## config.mk

```make
export PLATFORM = sky130hd
export DESIGN_NAME = led_payload_writer
export DESIGN_NICKNAME = d
export VERILOG_FILES = /design/src/rtl/matrixled_pkg.sv /design/src/rtl/sat_counter16.sv /design/src/rtl/led_payload_writer.sv
export SDC_FILE = /design/constraint.sdc
export NUM_CORES = 1
export LEC_CHECK = 0
export CAP_MARGIN = 20
export CORE_MARGIN = 3
export CORE_UTILIZATION = 45
export CTS_CLUSTER_DIAMETER = 40
export DETAILED_ROUTE_END_ITERATION = 8
export GPL_TIMING_DRIVEN = 0
export PLACE_DENSITY = 0.77
export REMOVE_ABC_BUFFERS = 1
export SLEW_MARGIN = 15
export SYNTH_ARGS = -nofsm -noshare
export SYNTH_HDL_FRONTEND = slang
export SYNTH_HIERARCHICAL = 1
export SYNTH_SLANG_ARGS = --single-unit
```

## constraint.sdc

```tcl
create_clock -name clk -period 8.4 [get_ports clk]
set_clock_uncertainty 0.05 [all_clocks]
set_input_delay 0.84 -clock clk [delete_from_list [all_inputs] [get_ports clk]]
set_output_delay 0.84 -clock clk [all_outputs]
set_load 0.05 [all_outputs]
```

## src/rtl/matrixled_pkg.sv

```systemverilog
`default_nettype none
// ============================================================================
//  Module      : matrixled_pkg
//  Description : Shared definitions for the LED matrix payload path:
//                FSM state encoding, default EtherType, pixel and counter
//                widths.
//  Contents    : PIXEL_WIDTH, COUNT_WIDTH, LED_ETH_TYPE_DEFAULT,
//                state_t and the ST_* state constants.
//  Revision    : 1.0 - initial release
// ============================================================================
package matrixled_pkg;

  // One framebuffer word is {R,G,B}, one byte each.
  localparam int unsigned PIXEL_WIDTH = 24;

  // Width of the frame / drop statistics counters.
  localparam int unsigned COUNT_WIDTH = 16;

  // EtherType carried by LED payload frames.
  localparam logic [15:0] LED_ETH_TYPE_DEFAULT = 16'h88B5;

  // Receive FSM state enumeration.
  localparam int unsigned STATE_WIDTH = 3;
  typedef logic [STATE_WIDTH-1:0] state_t;

  localparam state_t ST_IDLE   = 3'd0;
  localparam state_t ST_OFS_HI = 3'd1;
  localparam state_t ST_OFS_LO = 3'd2;
  localparam state_t ST_PIX_R  = 3'd3;
  localparam state_t ST_PIX_G  = 3'd4;
  localparam state_t ST_PIX_B  = 3'd5;
  localparam state_t ST_DROP   = 3'd6;

endpackage : matrixled_pkg
`default_nettype wire

```

## src/rtl/sat_counter16.sv

```systemverilog
`default_nettype none
// ============================================================================
//  Module      : sat_counter16
//  Description : 16-bit up counter with increment enable that sticks at
//                all-ones instead of wrapping.
//  Ports       : clk     - rising-edge clock
//                rst_n   - asynchronous active-low reset (clears count)
//                inc_i   - add one on this clock edge (ignored at maximum)
//                count_o - current count
//  Revision    : 1.0 - initial release
// ============================================================================
module sat_counter16
  import matrixled_pkg::*;
(
  input  logic                   clk,
  input  logic                   rst_n,
  input  logic                   inc_i,
  output logic [COUNT_WIDTH-1:0] count_o
);

  localparam logic [COUNT_WIDTH-1:0] C_MAX = {COUNT_WIDTH{1'b1}};

  logic [COUNT_WIDTH-1:0] count_q;
  logic [COUNT_WIDTH-1:0] count_d;

  always_comb begin
    count_d = count_q;
    if (inc_i && (count_q != C_MAX)) begin
      count_d = count_q + COUNT_WIDTH'(1);
    end
  end

  always_ff @(posedge clk or negedge rst_n) begin
    if (!rst_n) begin
      count_q <= '0;
    end else begin
      count_q <= count_d;
    end
  end

  assign count_o = count_q;

endmodule : sat_counter16
`default_nettype wire

```

## src/rtl/led_payload_writer.sv

```systemverilog
`default_nettype none
// ============================================================================
//  Module      : led_payload_writer
//  Description : Receives LED payload Ethernet frames (header + byte stream)
//                and writes RGB pixels into a framebuffer. Payload layout:
//                16-bit big-endian start offset followed by R,G,B triples.
//                Frames with a foreign destination or EtherType are
//                consumed and counted as drops.
//  Ports       : clk, rst_n                       - clock, async active-low reset
//                s_eth_hdr_valid/ready            - header handshake
//                s_eth_dest_mac, s_eth_type       - header fields
//                s_eth_payload_axis_t*            - payload byte stream
//                fb_wr_en/addr/data               - framebuffer write port
//                frame_done                       - pulse per good frame
//                frame_count, drop_count          - saturating statistics
//                busy                             - FSM is inside a frame
//  Revision    : 1.0 - initial release
// ============================================================================
module led_payload_writer
  import matrixled_pkg::*;
#(
  parameter int unsigned FB_ADDR_WIDTH = 11,
  parameter logic [15:0] LED_ETH_TYPE  = LED_ETH_TYPE_DEFAULT,
  parameter logic [47:0] LOCAL_MAC     = 48'h02_00_00_00_00_01
) (
  input  logic                     clk,
  input  logic                     rst_n,

  input  logic                     s_eth_hdr_valid,
  output logic                     s_eth_hdr_ready,
  input  logic [47:0]              s_eth_dest_mac,
  input  logic [15:0]              s_eth_type,

  input  logic [7:0]               s_eth_payload_axis_tdata,
  input  logic                     s_eth_payload_axis_tvalid,
  output logic                     s_eth_payload_axis_tready,
  input  logic                     s_eth_payload_axis_tlast,
  input  logic                     s_eth_payload_axis_tuser,

  output logic                     fb_wr_en,
  output logic [FB_ADDR_WIDTH-1:0] fb_wr_addr,
  output logic [PIXEL_WIDTH-1:0]   fb_wr_data,

  output logic                     frame_done,
  output logic [COUNT_WIDTH-1:0]   frame_count,
  output logic [COUNT_WIDTH-1:0]   drop_count,
  output logic                     busy
);

  localparam logic [47:0] C_BCAST_MAC = 48'hFFFF_FFFF_FFFF;

  // --------------------------------------------------------------------------
  // State and datapath registers
  // --------------------------------------------------------------------------
  state_t                   state_q,    state_d;
  logic [7:0]               ofs_hi_q,   ofs_hi_d;
  logic [FB_ADDR_WIDTH-1:0] addr_q,     addr_d;
  logic [7:0]               red_q,      red_d;
  logic [7:0]               grn_q,      grn_d;
  logic                     wr_en_q,    wr_en_d;
  logic [FB_ADDR_WIDTH-1:0] wr_addr_q,  wr_addr_d;
  logic [PIXEL_WIDTH-1:0]   wr_data_q,  wr_data_d;
  logic                     done_q,     done_d;

  logic                     frame_inc;
  logic                     drop_inc;
  logic                     beat;
  logic                     hdr_match;
  logic [15:0]              offset_w;
  logic [FB_ADDR_WIDTH-1:0] addr_load;

  // --------------------------------------------------------------------------
  // Handshakes. While rst_n is low state_q is already IDLE, but the header
  // side must not advertise ready during reset, hence the rst_n gate.
  // --------------------------------------------------------------------------
  assign s_eth_hdr_ready           = rst_n && (state_q == ST_IDLE);
  assign s_eth_payload_axis_tready = (state_q != ST_IDLE);
  assign busy                      = (state_q != ST_IDLE);

  assign beat = s_eth_payload_axis_tvalid && s_eth_payload_axis_tready;

  assign hdr_match = ((s_eth_dest_mac == LOCAL_MAC) || (s_eth_dest_mac == C_BCAST_MAC))
                     && (s_eth_type == LED_ETH_TYPE);

  // --------------------------------------------------------------------------
  // Start offset -> pixel address. The offset is always 16 bits on the wire;
  // bits above the framebuffer address width are ignored, and a framebuffer
  // wider than 16 bits is zero-extended.
  // --------------------------------------------------------------------------
  assign offset_w = {ofs_hi_q, s_eth_payload_axis_tdata};

  if (FB_ADDR_WIDTH < 16) begin : g_ofs_trunc
    logic [15-FB_ADDR_WIDTH:0] unused_ofs_bits;
    assign addr_load       = offset_w[FB_ADDR_WIDTH-1:0];
    assign unused_ofs_bits = offset_w[15:FB_ADDR_WIDTH];
  end else if (FB_ADDR_WIDTH == 16) begin : g_ofs_exact
    assign addr_load = offset_w;
  end else begin : g_ofs_extend
    assign addr_load = {{(FB_ADDR_WIDTH-16){1'b0}}, offset_w};
  end

  // --------------------------------------------------------------------------
  // Receive FSM. Payload is never stalled outside IDLE, so every state only
  // reacts to accepted bytes; tlast always returns to IDLE.
  // --------------------------------------------------------------------------
  always_comb begin
    state_d   = state_q;
    ofs_hi_d  = ofs_hi_q;
    addr_d    = addr_q;
    red_d     = red_q;
    grn_d     = grn_q;
    wr_en_d   = 1'b0;
    wr_addr_d = wr_addr_q;
    wr_data_d = wr_data_q;
    done_d    = 1'b0;
    frame_inc = 1'b0;
    drop_inc  = 1'b0;

    case (state_q)
      ST_IDLE: begin
        if (s_eth_hdr_valid) begin
          state_d = hdr_match ? ST_OFS_HI : ST_DROP;
        end
      end

      ST_OFS_HI: begin
        if (beat) begin
          ofs_hi_d = s_eth_payload_axis_tdata;
          if (s_eth_payload_axis_tlast) begin
            drop_inc = 1'b1;
            state_d  = ST_IDLE;
          end else begin
            state_d  = ST_OFS_LO;
          end
        end
      end

      ST_OFS_LO: begin
        if (beat) begin
          addr_d = addr_load;
          if (s_eth_payload_axis_tlast) begin
            drop_inc = 1'b1;
            state_d  = ST_IDLE;
          end else begin
            state_d  = ST_PIX_R;
          end
        end
      end

      ST_PIX_R: begin
        if (beat) begin
          red_d = s_eth_payload_axis_tdata;
          if (s_eth_payload_axis_tlast) begin
            drop_inc = 1'b1;
            state_d  = ST_IDLE;
          end else begin
            state_d  = ST_PIX_G;
          end
        end
      end

      ST_PIX_G: begin
        if (beat) begin
          grn_d = s_eth_payload_axis_tdata;
          if (s_eth_payload_axis_tlast) begin
            drop_inc = 1'b1;
            state_d  = ST_IDLE;
          end else begin
            state_d  = ST_PIX_B;
          end
        end
      end

      ST_PIX_B: begin
        if (beat) begin
          // The pixel is complete, so it is written even on a bad frame.
          wr_en_d   = 1'b1;
          wr_addr_d = addr_q;
          wr_data_d = {red_q, grn_q, s_eth_payload_axis_tdata};
          addr_d    = addr_q + FB_ADDR_WIDTH'(1);
          if (s_eth_payload_axis_tlast) begin
            state_d = ST_IDLE;
            if (s_eth_payload_axis_tuser) begin
              drop_inc  = 1'b1;
            end else begin
              frame_inc = 1'b1;
              done_d    = 1'b1;
            end
          end else begin
            state_d = ST_PIX_R;
          end
        end
      end

      ST_DROP: begin
        if (beat && s_eth_payload_axis_tlast) begin
          drop_inc = 1'b1;
          state_d  = ST_IDLE;
        end
      end

      default: begin
        state_d = ST_IDLE;
      end
    endcase
  end

  always_ff @(posedge clk or negedge rst_n) begin
    if (!rst_n) begin
      state_q   <= ST_IDLE;
      ofs_hi_q  <= '0;
      addr_q    <= '0;
      red_q     <= '0;
      grn_q     <= '0;
      wr_en_q   <= 1'b0;
      wr_addr_q <= '0;
      wr_data_q <= '0;
      done_q    <= 1'b0;
    end else begin
      state_q   <= state_d;
      ofs_hi_q  <= ofs_hi_d;
      addr_q    <= addr_d;
      red_q     <= red_d;
      grn_q     <= grn_d;
      wr_en_q   <= wr_en_d;
      wr_addr_q <= wr_addr_d;
      wr_data_q <= wr_data_d;
      done_q    <= done_d;
    end
  end

  assign fb_wr_en   = wr_en_q;
  assign fb_wr_addr = wr_addr_q;
  assign fb_wr_data = wr_data_q;
  assign frame_done = done_q;

  // --------------------------------------------------------------------------
  // Statistics
  // --------------------------------------------------------------------------
  sat_counter16 u_frame_cnt (
    .clk     (clk),
    .rst_n   (rst_n),
    .inc_i   (frame_inc),
    .count_o (frame_count)
  );

  sat_counter16 u_drop_cnt (
    .clk     (clk),
    .rst_n   (rst_n),
    .inc_i   (drop_inc),
    .count_o (drop_count)
  );

endmodule : led_payload_writer
`default_nettype wire

```

# Word level (Yosys, flattened, before mapping)
# Cells that the tools add are included.
[totals]
inputBits = 78
latchBits = 0
ram_bits = 0
romBits = 0
n_memories = 0
ff_bits = 102
[op_classes]
mux = 28
n_reduce_logical = 18
order_cmp = 0
shifts = 0
n_div = 0
n_eq_ne = 19
bitwise = 0
mul = 0
add_sub_neg = 3
[ops]
columns = ["operator", "count"]
rows = [
  ["48-bit by 42-bit == test with 1-bit output (second input constant)", 1],
  ["48-bit == test (second input constant)", 1],
  ["16-bit by 1-bit adder with 16-bit output (second input constant)", 2],
  ["16-bit != test (second input constant)", 2],
  ["3-bit 2-to-1 mux", 9],
  ["11-bit 2-to-1 mux", 2],
  ["11-bit case mux with 2 select lines", 1],
  ["3-bit case mux with 6 select lines", 1],
  ["16-bit == test (second input constant)", 1],
  ["2-bit != test (second input constant)", 7],
  ["1-bit 2-to-1 mux", 12],
  ["11-bit by 1-bit adder with 11-bit output (second input constant)", 1],
  ["3-bit == test (second input constant)", 3],
  ["2-bit AND reduction", 4],
  ["3-bit by 2-bit == test with 1-bit output (second input constant)", 2],
  ["1-bit logical AND", 6],
  ["6-bit AND reduction", 1],
  ["2-bit 2-to-1 mux", 2],
  ["4-bit OR reduction", 1],
  ["3-bit by 1-bit == test with 1-bit output (second input constant)", 1],
  ["3-bit logical NOT", 1],
  ["1-bit case mux with 3 select lines", 1],
  ["3-bit AND reduction", 1],
  ["3-bit nonzero test", 1],
  ["4 further kinds", 4],
]

# Logic depth before layout (Yosys ltp)
# Gate-level depths: netlist of the first run.
[logic_depth]
word_depth = 6
mapped_depth = 9
depth_no_buf = 7

# Modules after synthesis
# Netlist of the first run, hierarchy kept.
[by_module_without_submodules]
columns = ["mod", "cells_each", "area_per_inst_um2", "seq_area_each_um2", "instances"]
rows = [
  ["led_payload_writer", 274, 3360.7, 1751.7, 1],
  ["sat_counter16 (u_drop_cnt)", 72, 859.6, 400.4, 1],
  ["sat_counter16 (u_frame_cnt)", 85, 829.5, 400.4, 1],
]

# Worst setup path after synthesis of the first run
# No wires, ideal clock.
[synth_path]
path_kind = "input -> register"
start = "in s_eth_payload_axis_tvalid"
end = "reg u_frame_cnt.count_q[15] (netlist: u_frame_cnt/count_o[15])"
cell_stages = 7
n_path_buf = 1
t_arrival_ps = 2661
path_slack_ps = 5561
required_time_ps = 8222
setup_time_ps = 128
cell_sequence = "buf_2 nand2_1 nor3_1 nand4_2 nor4_2 nand4_1 mux2_1"
[synth_between]
elab_chain_len = 4
[synth_lines]
columns = ["element", "line_no", "text"]
rows = [
  ["start: declaration", "led_payload_writer.sv:35", "input logic s_eth_payload_axis_tvalid,"],
  ["1-bit logical AND", "led_payload_writer.sv:80", "assign beat = s_eth_payload_axis_tvalid && s_eth_payload_axis_tready;"],
  ["1-bit 2-to-1 mux (2 in a row)", "--", ""],
  ["named net done_d", "led_payload_writer.sv:63", "logic done_q, done_d;"],
  ["1-bit logical AND", "sat_counter16.sv:28", "if (inc_i && (count_q != C_MAX)) begin"],
  ["end signal: assignment", "sat_counter16.sv:37", "count_q <= count_d;"],
  ["end: declaration", "sat_counter16.sv:23", "logic [COUNT_WIDTH-1:0] count_q;"],
]
# The timed path passes the listed nets, and every way through them passes these cells.
# A chain may end at the register's enable or synchronous reset.

# Worst setup path in the final report of the first run
[layout_path]
start = "reg state_q[1]"
end = "out s_eth_hdr_ready"
[layout_between]
elab_chain_len = 2
[layout_lines]
columns = ["element", "line_no", "text"]
rows = [
  ["start: declaration", "led_payload_writer.sv:55", "state_t state_q, state_d;"],
  ["start signal: assignment", "led_payload_writer.sv:220", "state_q <= state_d;"],
  ["3-bit logical NOT", "led_payload_writer.sv:76", "assign s_eth_hdr_ready = rst_n && (state_q == ST_IDLE);"],
  ["1-bit logical AND", "led_payload_writer.sv:76", ""],
  ["end: declaration", "led_payload_writer.sv:30", "output logic s_eth_hdr_ready,"],
]
# No other way between the ends.

==> results of run 1 <==
[synth_stat cells, types with 2 or more instances]
cell type and count:
sky130_fd_sc_hd__mux2_2 28, sky130_fd_sc_hd__nor2_1 16, sky130_fd_sc_hd__nand3_1 17, sky130_fd_sc_hd__o21a_1 10, sky130_fd_sc_hd__buf_6 5, sky130_fd_sc_hd__buf_2 4, sky130_fd_sc_hd__nor4_1 17, sky130_fd_sc_hd__nor3_1 11
sky130_fd_sc_hd__nand2b_1 2, sky130_fd_sc_hd__nand4_2 3, sky130_fd_sc_hd__inv_1 7, sky130_fd_sc_hd__a31oi_1 8, sky130_fd_sc_hd__and2_1 4, sky130_fd_sc_hd__a2bb2oi_1 3, sky130_fd_sc_hd__o21ai_0 18, sky130_fd_sc_hd__and3_1 5
sky130_fd_sc_hd__mux2_1 3, sky130_fd_sc_hd__a32oi_1 3, sky130_fd_sc_hd__a21oi_1 19, sky130_fd_sc_hd__xor2_1 2, sky130_fd_sc_hd__mux2_4 27, sky130_fd_sc_hd__dfrtp_1 102, sky130_fd_sc_hd__xnor2_1 9, sky130_fd_sc_hd__ha_1 3
sky130_fd_sc_hd__nand2_1 35, sky130_fd_sc_hd__nor4_4 2, sky130_fd_sc_hd__buf_4 2, sky130_fd_sc_hd__nand4_1 28, sky130_fd_sc_hd__o22ai_1 5
[worst max-delay path by stage]
stage                                           to                       from
5_1_grt                            s_eth_hdr_ready     state_q[1]$_DFFE_PN0P_
3_5_place_dp   u_frame_cnt/count_o[15]$_DFFE_PN0P_  s_eth_payload_axis_tvalid
6_report                           s_eth_hdr_ready     state_q[1]$_DFFE_PN0P_
4_1_cts        u_frame_cnt/count_o[15]$_DFFE_PN0P_  s_eth_payload_axis_tvalid
3_3_place_gp                       s_eth_hdr_ready                      rst_n
2_1_floorplan  u_frame_cnt/count_o[15]$_DFFE_PN0P_     state_q[0]$_DFFE_PN0P_
[flip-flops by register name (all words and copies together), names as in the netlist]
name,cells
grn_q,8
addr_q,11
u_drop_cnt/count_o,16
fb_wr_en,1
fb_wr_data,24
ofs_hi_q,3
u_frame_cnt/count_o,16
frame_done,1
red_q,8
fb_wr_addr,11
state_q,3
[layer usage]
metal	vias up	track usage, %
li1	1928	-
met1	1995	24.8
met2	179	34.6
met3	21	5.05
met4	0	6.09
met5	-	0
[power by group]
part	internal [W]	switching, W	leakage, nW	total (W)
logic	0.000382	0.000521	1.49	0.000903
clock network	0.000116	0.000162	0.0820	0.000279
registers	0.000650	0.000141	1.32	0.000791
[through the flow]
step	area, µm²	hold slack [ns]	setup WS, ns	total power, W
after floorplan	4950	0.426	5.59	0.00138
after global placement	6620	0.432	1.70	0.00168
after detailed placement	6650	0.441	4.34	0.00171
after CTS	6820	0.353	4.73	0.00199
after global routing	6830	0.359	4.93	0.00209
final	6830	0.349	5.08	0.00197
[logic make-up (layout without fill, tap and decap cells)]
family                   after synthesis  in the layout  synth area share [%]
AO/OA/AOI/OAI                         75             75                  9.49
XOR/XNOR                              11             11                  1.91
adder cells (fa/ha/maj)                3              3                 0.743
buffers and inverters                 19            173                  2.40
flip-flops                           102            102                  50.5
multiplexers                          59             59                  15.1
AND/OR/NAND/NOR                      162            162                  19.8
[critical path, stage by stage, from the launching register on]
cell,delay [ns]
sky130_fd_sc_hd__dfrtp_1,0.53
sky130_fd_sc_hd__nor3_1,0.53
sky130_fd_sc_hd__and2_1,0.21
sky130_fd_sc_hd__clkdlybuf4s50_1,0.81
[final cells by class]
class	count	area [µm²]
Sequential cell	102	2550
Fill cell	875	4060
Multi-Input combinational cell	310	2380
Clock buffer	11	141
Inverter	7	26.3
Clock inverter	4	32.5
Timing Repair Buffer	151	1530
Tap cell	140	175
==> results.md, run 1 <==
- Result of the run: complete, no violations
- Post-synthesis sequential element count: 102
- Initial antenna violation count: 0
- Primary flip-flop cell chosen by synthesis mapping: sky130_fd_sc_hd__dfrtp_1
- Number of clock buffers inserted by TritonCTS: 9
- P per Cell Area: 289 nW/µm²
- Number of antenna-violating nets in the routed design: 0
- DR DRC count: 0
- Total number of clock tree sinks: 102
- Maximum number of pins on one net before global-route repair: 56
- Number of cells on the worst reg-to-reg path: 8
- Setup crit start kind: flip-flop
- Count of flip-flops with a built-in enable after synthesis: 0
- Relative area change from synthesis to final layout: 35.2%
- Routed WL: 12.2 mm
- Cell count after synthesis: 431
- Post-synth top area share: 50.5%
- Share of the cycle needed by the critical path after routing: 39.5%
- Tightest Hold Check Type: input port to async pin
- Synth unique cells: 62
- Worst R2R Start: state_q[0]$_DFFE_PN0P_
- RD Place Congestion: 0.859
- Total negative slack: 0 ns
- Routed met3 length: 956 µm
- Setup-violating endpoint count in the final report: 0
- Commonest non-fill, non-tap cell in the layout: sky130_fd_sc_hd__clkdlybuf4s50_1
- Core region area: 10900 µm²
- Clock Pin Slew Worst Setup and Hold Paths: 0.10 ns
- Met2 Wirelength: 6.13 mm
- Final Hold Fails: 0
- RSZ-0062 raised after global routing: false
- Global-route usage over all layers: 20.0%
- Post-synthesis instance area: 5050 µm²
- Shortest clock period the worst path allows after layout: 3.32 ns
- Number of global-route vias before repair: 4246
- Layout net count: 662
- Routed length per instance: 16.9 µm
- Max-slew violations: 0
- Wire length of the first global-routing pass: 20.6 mm
- Normalized max-slew margin: 40.7%
- Met1 layer wirelength in the final routing: 4.95 mm
- Sequential-to-total area share from yosys stat: 50.5%
- Count of synthesis-stage warnings from yosys: 6
- CTS H-tree lvls: 3
- DR pass1 iterations: 4
- Critical Path Fanout Max: 9
- Antenna diode count: 0
- Share of cells above drive strength 1: 15.9%
- Chip height: 112 µm
- Number of buffers inserted to repair setup after CTS: 0
- Critical path class: flip-flop to primary output
- Max Cap Viol: 0
- Ports: 150
- Mean post-synth cell area: 11.7 µm²
- Cell accounting for the most synthesized area: sky130_fd_sc_hd__dfrtp_1
- Worst Path Arrival: 2.43 ns
- Largest cells by area after synthesis: sky130_fd_sc_hd__dfrtp_1 (51%), sky130_fd_sc_hd__mux2_4 (8.0%), sky130_fd_sc_hd__mux2_2 (6.2%)
- Leakage power of the design: 2.89 nW
- Chip Width: 112 µm
- Worst-case vdd ir drop: 0.181 mV
- Clock Latency Late Sink: 0.36 ns
- Number of vias after detailed routing: 4123
- Upper clock frequency limit: 301 MHz
- Placed instance count: 709
- Floorplan die area: 12500 µm²
- Setup slack on the worst flop-to-flop path: 5.20 ns
- End of the worst register-to-register path: u_frame_cnt/count_o[15]$_DFFE_PN0P_
- Final core utilization: 62.7%
- DP Wirelength: 9.26 mm
- Row Count: 38
- Port Buf Inserts: 149
- Top sig layer: met4
- Proportion of synthesized flip-flops having asynchronous set or reset: 100%
- TritonCTS clock tree: yes
- Number of buffers between clock root and the deepest sink: 2
- Category of the worst setup path capture point: primary output
- Root cell of the clock tree: sky130_fd_sc_hd__clkbuf_8
- Starting density of the core: 46.4%
- Actual transition at the worst max-transition pin: 0.883 ns
- Number of vias per cell: 5.69
- Sum of overflow across all layers after global routing: 0
- Number of DRC markers in iteration 0: 241
- Number of gates given a new drive strength after cts: 0
- Highest-count cells in the layout ignoring fill and taps: sky130_fd_sc_hd__clkdlybuf4s50_1 (148), sky130_fd_sc_hd__dfrtp_1 (102), sky130_fd_sc_hd__nand2_1 (35), sky130_fd_sc_hd__nand4_1 (28), sky130_fd_sc_hd__mux2_2 (28)
- CTS Hold Buffers Added: 0
- Final Instance Count excl. Fillers: 725
- Worst path required time: 7.51 ns
(Power assumes the default switching activity.)
==> run 2: changes to the inputs <==
==> constraint.sdc (replaced) <==
create_clock -name clk -period 3.2 [get_ports clk]
set_clock_uncertainty 0.05 [all_clocks]
set_input_delay 0.32 -clock clk [delete_from_list [all_inputs] [get_ports clk]]
set_output_delay 0.32 -clock clk [all_outputs]
set_load 0.05 [all_outputs]
==> results.md, run 2 (same netlist as run 1, synthesis figures left out) <==
- DR pass1 iterations: 5 (was 4)
- Worst-case vdd ir drop: 0.451 mV (was 0.181 mV)
- Number of flip-flops under the largest register name: 24 (unchanged)
- Global-route usage over all layers: 20.0% (about the same)
- Critical path buffers and inverters: 1 (unchanged)
- Placed instance count: 709 (unchanged)
- DR DRC count: 0 (unchanged)
- Share of the cycle needed by the critical path after routing: 87.8%
- Max-slew violations: 0 (unchanged)
- Number of global-route vias before repair: 4246 (unchanged)
- Root cell of the clock tree: sky130_fd_sc_hd__clkbuf_8 (unchanged)
- Chip Width: 112 µm (unchanged)
- Number of vias per cell: 5.64 (was 5.69)
- Sequence of cells on the critical path: nor3_1, and2_1, clkdlybuf4s50_1 (unchanged)
- Core region area: 10900 µm² (unchanged)
- Crit path depth: 3 (unchanged)
- Tightest Hold Check Type: input port to async pin (unchanged)
- DP Wirelength: 9.26 mm (unchanged)
- Final total power: 0.00519 W (was 0.00197 W)
- Setup crit start kind: flip-flop (unchanged)
- RD Place Congestion: 0.859 (unchanged)
- Actual transition at the worst max-transition pin: 0.883 ns (about the same)
- Clock Latency Late Sink: 0.36 ns (about the same)
- Leakage power of the design: 2.91 nW (was 2.89 nW)
- Number of vias after detailed routing: 4109 (was 4123)
- Number of cells on the worst reg-to-reg path: 8 (unchanged)
- Stage delay of the slowest cell on the critical path: 0.81 ns (about the same)
- Maximum number of pins on one net before global-route repair: 56 (unchanged)
- CTS H-tree lvls: 3 (unchanged)
- Highest-count cells in the layout ignoring fill and taps: sky130_fd_sc_hd__clkdlybuf4s50_1 (148), sky130_fd_sc_hd__dfrtp_1 (102), sky130_fd_sc_hd__nand2_1 (34), sky130_fd_sc_hd__nand4_1 (28), sky130_fd_sc_hd__mux2_2 (28) (was sky130_fd_sc_hd__clkdlybuf4s50_1 (148), sky130_fd_sc_hd__dfrtp_1 (102), sky130_fd_sc_hd__nand2_1 (35), sky130_fd_sc_hd__nand4_1 (28), sky130_fd_sc_hd__mux2_2 (28))
- Row Count: 38 (unchanged)
- Commonest non-fill, non-tap cell in the layout: sky130_fd_sc_hd__clkdlybuf4s50_1 (unchanged)
- Shortest clock period the worst path allows after layout: 2.81 ns
- Routed WL: 12.3 mm (was 12.2 mm)
- TritonCTS clock tree: yes (unchanged)
- Ports: 150 (unchanged)
- Upper clock frequency limit: 356 MHz
- Result of the run: complete, no violations (unchanged)
- Sw frac: 41.8% (about the same)
- Crit-path leading delay family: buffers and inverters (unchanged)
- Relative contribution of sequential cells to total power: 40.1% (about the same)
- Antenna diode count: 0 (unchanged)
- Switching component of the power: 0.00217 W (was 0.000824 W)
- Worst path required time: 2.83 ns (was 7.51 ns)
- Total number of clock tree sinks: 102 (unchanged)
- Initial antenna violation count: 0 (unchanged)
- Starting density of the core: 46.4% (unchanged)
- Filler instances: 873 (was 875)
- Final Hold Fails: 0 (unchanged)
- Wire length of the first global-routing pass: 20.6 mm (about the same)
- Clock Pin Slew Worst Setup and Hold Paths: 0.10 ns (about the same)
- Setup-violating endpoint count in the final report: 0 (unchanged)
- Number of antenna-violating nets in the routed design: 0 (unchanged)
- Category of the worst setup path capture point: primary output (unchanged)
- Worst Path Arrival: 2.44 ns (was 2.43 ns)
- Final Instance Count excl. Fillers: 728 (was 725)
- Floorplan die area: 12500 µm² (unchanged)
- RSZ-0062 raised after global routing: false (unchanged)
- Layout net count: 665 (was 662)
- Number of DRC markers in iteration 0: 233 (was 241)
- Number of buffers between clock root and the deepest sink: 2 (unchanged)
- Chip height: 112 µm (unchanged)
- Clock power share: 14.1% (about the same)
- Port Buf Inserts: 149 (unchanged)
- Share of cells above drive strength 1: 16.5% (was 15.9%)
- Critical Path Fanout Max: 9 (unchanged)
- Combinational share of power: 45.8% (about the same)
- Routed length per instance: 16.8 µm (was 16.9 µm)
- Standard cell with the maximum stage delay on the critical path: sky130_fd_sc_hd__clkdlybuf4s50_1 (unchanged)
- Worst hold slack: 0.399 ns (was 0.349 ns)
- Cell-internal power: 0.00302 W (was 0.00115 W)
- Sum of overflow across all layers after global routing: 0 (unchanged)
- Relative area change from synthesis to final layout: 36.1% (was 35.2%)
- Number of clock buffers inserted by TritonCTS: 9 (unchanged)
- Critical path class: flip-flop to primary output (unchanged)
- Max Cap Viol: 0 (unchanged)
- P per Cell Area: 755 nW/µm² (was 289 nW/µm²)
- Normalized max-slew margin: 40.7% (about the same)
[run 2: worst paths after layout]
check / from / to / slack [ns]
setup / recovery: state_q[1]$_DFFE_PN0P_ / s_eth_hdr_ready / 0.39
hold / removal: rst_n / fb_wr_data[16]$_DFFE_PN0P_ / 0.40
setup reg to reg: state_q[0]$_DFFE_PN0P_ / u_frame_cnt/count_o[15]$_DFFE_PN0P_ / 0.44
hold reg to reg: red_q[7]$_DFFE_PN0P_ / fb_wr_data[23]$_DFFE_PN0P_ / 0.46
max in group asynchronous: rst_n / u_frame_cnt/count_o[7]$_DFFE_PN0P_ / 2.08
min in group clk: red_q[7]$_DFFE_PN0P_ / fb_wr_data[23]$_DFFE_PN0P_ / 0.46
[run 2: what timing repair did]
action / CTS / global route
endpoints found under the setup margin: 5 / 2
hold endpoints to repair: 47 / 0
gates cloned: 0 / 0
gates resized for setup: 2 / 1
setup buffers: 0 / 3
pin swaps: 0 / 1
hold buffers: 1 / 0
[run 2: final cells by class]
class	count	area (µm²)	share of cell area, %
Sequential cell	102	2550	37.2
Clock buffer	11	141	2.06
Multi-Input combinational cell	310	2390	34.8
Inverter	7	26.3	0.382
Clock inverter	4	32.5	0.474
Tap cell	140	175	2.55
Timing Repair Buffer	154	1550	22.6
[run 2: power groups by stage]
stage	clock network [W]	logic, W	registers [W]
2_1_floorplan	0	0.000827	0.00279
3_3_place_gp	0	0.00233	0.00207
3_5_place_dp	0	0.00238	0.00210
4_1_cts	0.000763	0.00239	0.00208
5_1_grt	0.000819	0.00252	0.00214
6_report	0.000733	0.00237	0.00208
[run 2: worst reg2reg max path, delay by kind of cell, from the launching register on]
kind | cells | cell delay, ns
buf+inv | 1 | 0.17
flops | 1 | 0.58
mux | 1 | 0.33
simple gates | 6 | 1.51
[run 2: per-stage QoR]
stage	utilization (%)	setup TNS, ns	worst slack [ns]	cell area, µm²
final	63.1	0	0.392	6870
after detailed placement	61.1	-1.11	-0.394	6650
after floorplan	-	0	0.390	4950
after global routing	63.1	0	0.211	6870
after CTS	62.9	0	0.136	6850
after global placement	60.8	-199.32	-2.46	6620
[run 2: layer usage]
metal,GRT usage (%),routed length [µm]
met1,24.7,4940
met2,34.5,6130
met5,0,0
met4,6.09,204
met3,5.05,987
==> run 3: changes to the inputs <==
--- a/config.mk
+++ b/config.mk
@@ -10,7 +10,7 @@
 export CORE_UTILIZATION = 45
 export CTS_CLUSTER_DIAMETER = 40
 export DETAILED_ROUTE_END_ITERATION = 8
-export GPL_TIMING_DRIVEN = 0
+export GPL_TIMING_DRIVEN = 1
 export PLACE_DENSITY = 0.77
 export REMOVE_ABC_BUFFERS = 1
 export SLEW_MARGIN = 15
==> results.md, run 3 (same netlist as run 1, synthesis figures left out) <==
- Result of the run: complete, no violations (unchanged)
- CTS H-tree lvls: 3 (unchanged)
- Chip Width: 112 µm (unchanged)
- Root cell of the clock tree: sky130_fd_sc_hd__clkbuf_8 (unchanged)
- Total negative slack: 0 ns (unchanged)
- Setup-violating endpoint count in the final report: 0 (unchanged)
- Maximum number of pins on one net before global-route repair: 61 (was 56)
- P per Cell Area: 769 nW/µm² (was 755 nW/µm²)
- DR DRC count: 0 (unchanged)
- Placed instance count: 714 (was 709)
- DP Wirelength: 8.97 mm (was 9.26 mm)
- Total number of clock tree sinks: 102 (unchanged)
- Core region area: 10900 µm² (unchanged)
- Number of DRC markers in iteration 0: 217 (was 233)
- Row Count: 38 (unchanged)
- Wire length of the first global-routing pass: 19.8 mm (was 20.6 mm)
- Worst Path Arrival: 2.44 ns (about the same)
- Leakage power of the design: 2.92 nW (was 2.91 nW)
- Layout net count: 667 (was 665)
- Tightest Hold Check Type: flip-flop to flip-flop (was input port to async pin)
- Setup crit start kind: flip-flop (unchanged)
- Ports: 150 (unchanged)
- Global-route usage over all layers: 19.4% (was 20.0%)
- Number of vias after detailed routing: 4127 (was 4109)
- Number of antenna-violating nets in the routed design: 0 (unchanged)
- Final Hold Fails: 0 (unchanged)
- Routed WL: 11.8 mm (was 12.3 mm)
- Antenna diode count: 0 (unchanged)
- Clock Latency Late Sink: 0.37 ns (was 0.36 ns)
- Share of cells above drive strength 1: 16.8% (was 16.5%)
- Starting density of the core: 46.4% (unchanged)
- Upper clock frequency limit: 356 MHz (about the same)
- Worst path required time: 2.83 ns (about the same)
- Max-slew violations: 0 (unchanged)
- Share of the cycle needed by the critical path after routing: 87.8% (about the same)
- Normalized max-slew margin: 49.4% (was 40.7%)
- TritonCTS clock tree: yes (unchanged)
- Floorplan die area: 12500 µm² (unchanged)
- Clock Pin Slew Worst Setup and Hold Paths: 0.10 ns (about the same)
- Setup slack on the worst flop-to-flop path: 0.62 ns (was 0.44 ns)
- Highest-count cells in the layout ignoring fill and taps: sky130_fd_sc_hd__clkdlybuf4s50_1 (148), sky130_fd_sc_hd__dfrtp_1 (102), sky130_fd_sc_hd__nand2_1 (35), sky130_fd_sc_hd__nand4_1 (28), sky130_fd_sc_hd__mux2_2 (28) (was sky130_fd_sc_hd__clkdlybuf4s50_1 (148), sky130_fd_sc_hd__dfrtp_1 (102), sky130_fd_sc_hd__nand2_1 (34), sky130_fd_sc_hd__nand4_1 (28), sky130_fd_sc_hd__mux2_2 (28))
- Initial antenna violation count: 0 (unchanged)
- Routed length per instance: 16.2 µm (was 16.8 µm)
- Final Instance Count excl. Fillers: 731 (was 728)
- Worst-case vdd ir drop: 0.522 mV (was 0.451 mV)
- Port Buf Inserts: 149 (unchanged)
- Number of buffers between clock root and the deepest sink: 2 (unchanged)
- Commonest non-fill, non-tap cell in the layout: sky130_fd_sc_hd__clkdlybuf4s50_1 (unchanged)
- Number of clock buffers inserted by TritonCTS: 9 (unchanged)
- Max Cap Viol: 0 (unchanged)
- Sum of overflow across all layers after global routing: 0 (unchanged)
- DR pass1 iterations: 4 (was 5)
- Number of gates given a new drive strength after cts: 0 (was 2)
- RD Place Congestion: 0.819 (was 0.859)
- Chip height: 112 µm (unchanged)
- Number of vias per cell: 5.65 (was 5.64)
- Number of global-route vias before repair: 4081 (was 4246)
- RSZ-0062 raised after global routing: false (unchanged)
- Actual transition at the worst max-transition pin: 0.758 ns (was 0.883 ns)
- Number of flip-flops under the largest register name: 24 (unchanged)
- Relative area change from synthesis to final layout: 36.5% (was 36.1%)
- Category of the worst setup path capture point: primary output (unchanged)
- Shortest clock period the worst path allows after layout: 2.81 ns (about the same)
- Critical path class: flip-flop to primary output (unchanged)
- Critical Path Fanout Max: 9 (unchanged)
==> run 3: stage by stage <==
| stage | area [µm²] | worst slack, ns | power [W] | utilization (%) | hold slack (ns) |
|---|---|---|---|---|---|
| after floorplan | 4950 | 0.390 | 0.00362 | - | -0.0256 |
| after global placement | 6660 | 0.587 | 0.00441 | 61.2 | 0.392 |
| after detailed placement | 6660 | 0.534 | 0.00449 | 61.2 | 0.400 |
| after CTS | 6890 | 0.355 | 0.00536 | 63.3 | 0.466 |
| after global routing | 6890 | 0.246 | 0.00559 | 63.3 | 0.487 |
| final | 6890 | 0.391 | 0.00530 | 63.3 | 0.457 |
==> run 3: layout make-up <==
type | count | area [µm²]
Fill cell | 898 | 4000
Sequential cell | 102 | 2550
Multi-Input combinational cell | 310 | 2380
Timing Repair Buffer | 156 | 1540
Tap cell | 140 | 175
Clock buffer | 9 | 124
Clock inverter | 7 | 93.8
Inverter | 7 | 26.3
==> run 3: critical path, cell delays in order, from the launching register on <==
cell	delay [ns]
sky130_fd_sc_hd__dfrtp_1	0.53
sky130_fd_sc_hd__nor3_1	0.53
sky130_fd_sc_hd__and2_1	0.21
sky130_fd_sc_hd__clkdlybuf4s50_1	0.80
==> run 3: final timing paths <==
check / start / endpoint / depth (start not counted)
worst max-delay path: state_q[1]$_DFFE_PN0P_ / s_eth_hdr_ready / 3
worst min-delay path: fb_wr_addr[3]$_DFFE_PN0P_ / fb_wr_addr[3]$_DFFE_PN0P_ / 2
worst max register to register: state_q[0]$_DFFE_PN0P_ / u_frame_cnt/count_o[15]$_DFFE_PN0P_ / 7
worst min register to register: fb_wr_addr[3]$_DFFE_PN0P_ / fb_wr_addr[3]$_DFFE_PN0P_ / 2
max in group asynchronous: rst_n / u_drop_cnt/count_o[1]$_DFFE_PN0P_ / 4
min in group asynchronous: rst_n / fb_wr_data[17]$_DFFE_PN0P_ / 3
==> run 3: repair_timing <==
| action | 4_1_cts | 5_1_grt |
|---|---|---|
| buffers inserted | 0 | 0 |
| hold buffers | 1 | 0 |
| endpoints found under the hold margin | 42 | 0 |
==> run 3: power by group <==
part | total [W] | internal, W | switching (W)
combinational | 0.00237 | 0.00101 | 0.00136
clock | 0.000857 | 0.000381 | 0.000475
sequential | 0.00207 | 0.00171 | 0.000364
==> run 3: layer usage <==
layer	GRT usage [%]	wire length (µm)
met2	32.4	5900
met1	24.2	4970
met5	0	0
met3	4.78	778
met4	7.69	158
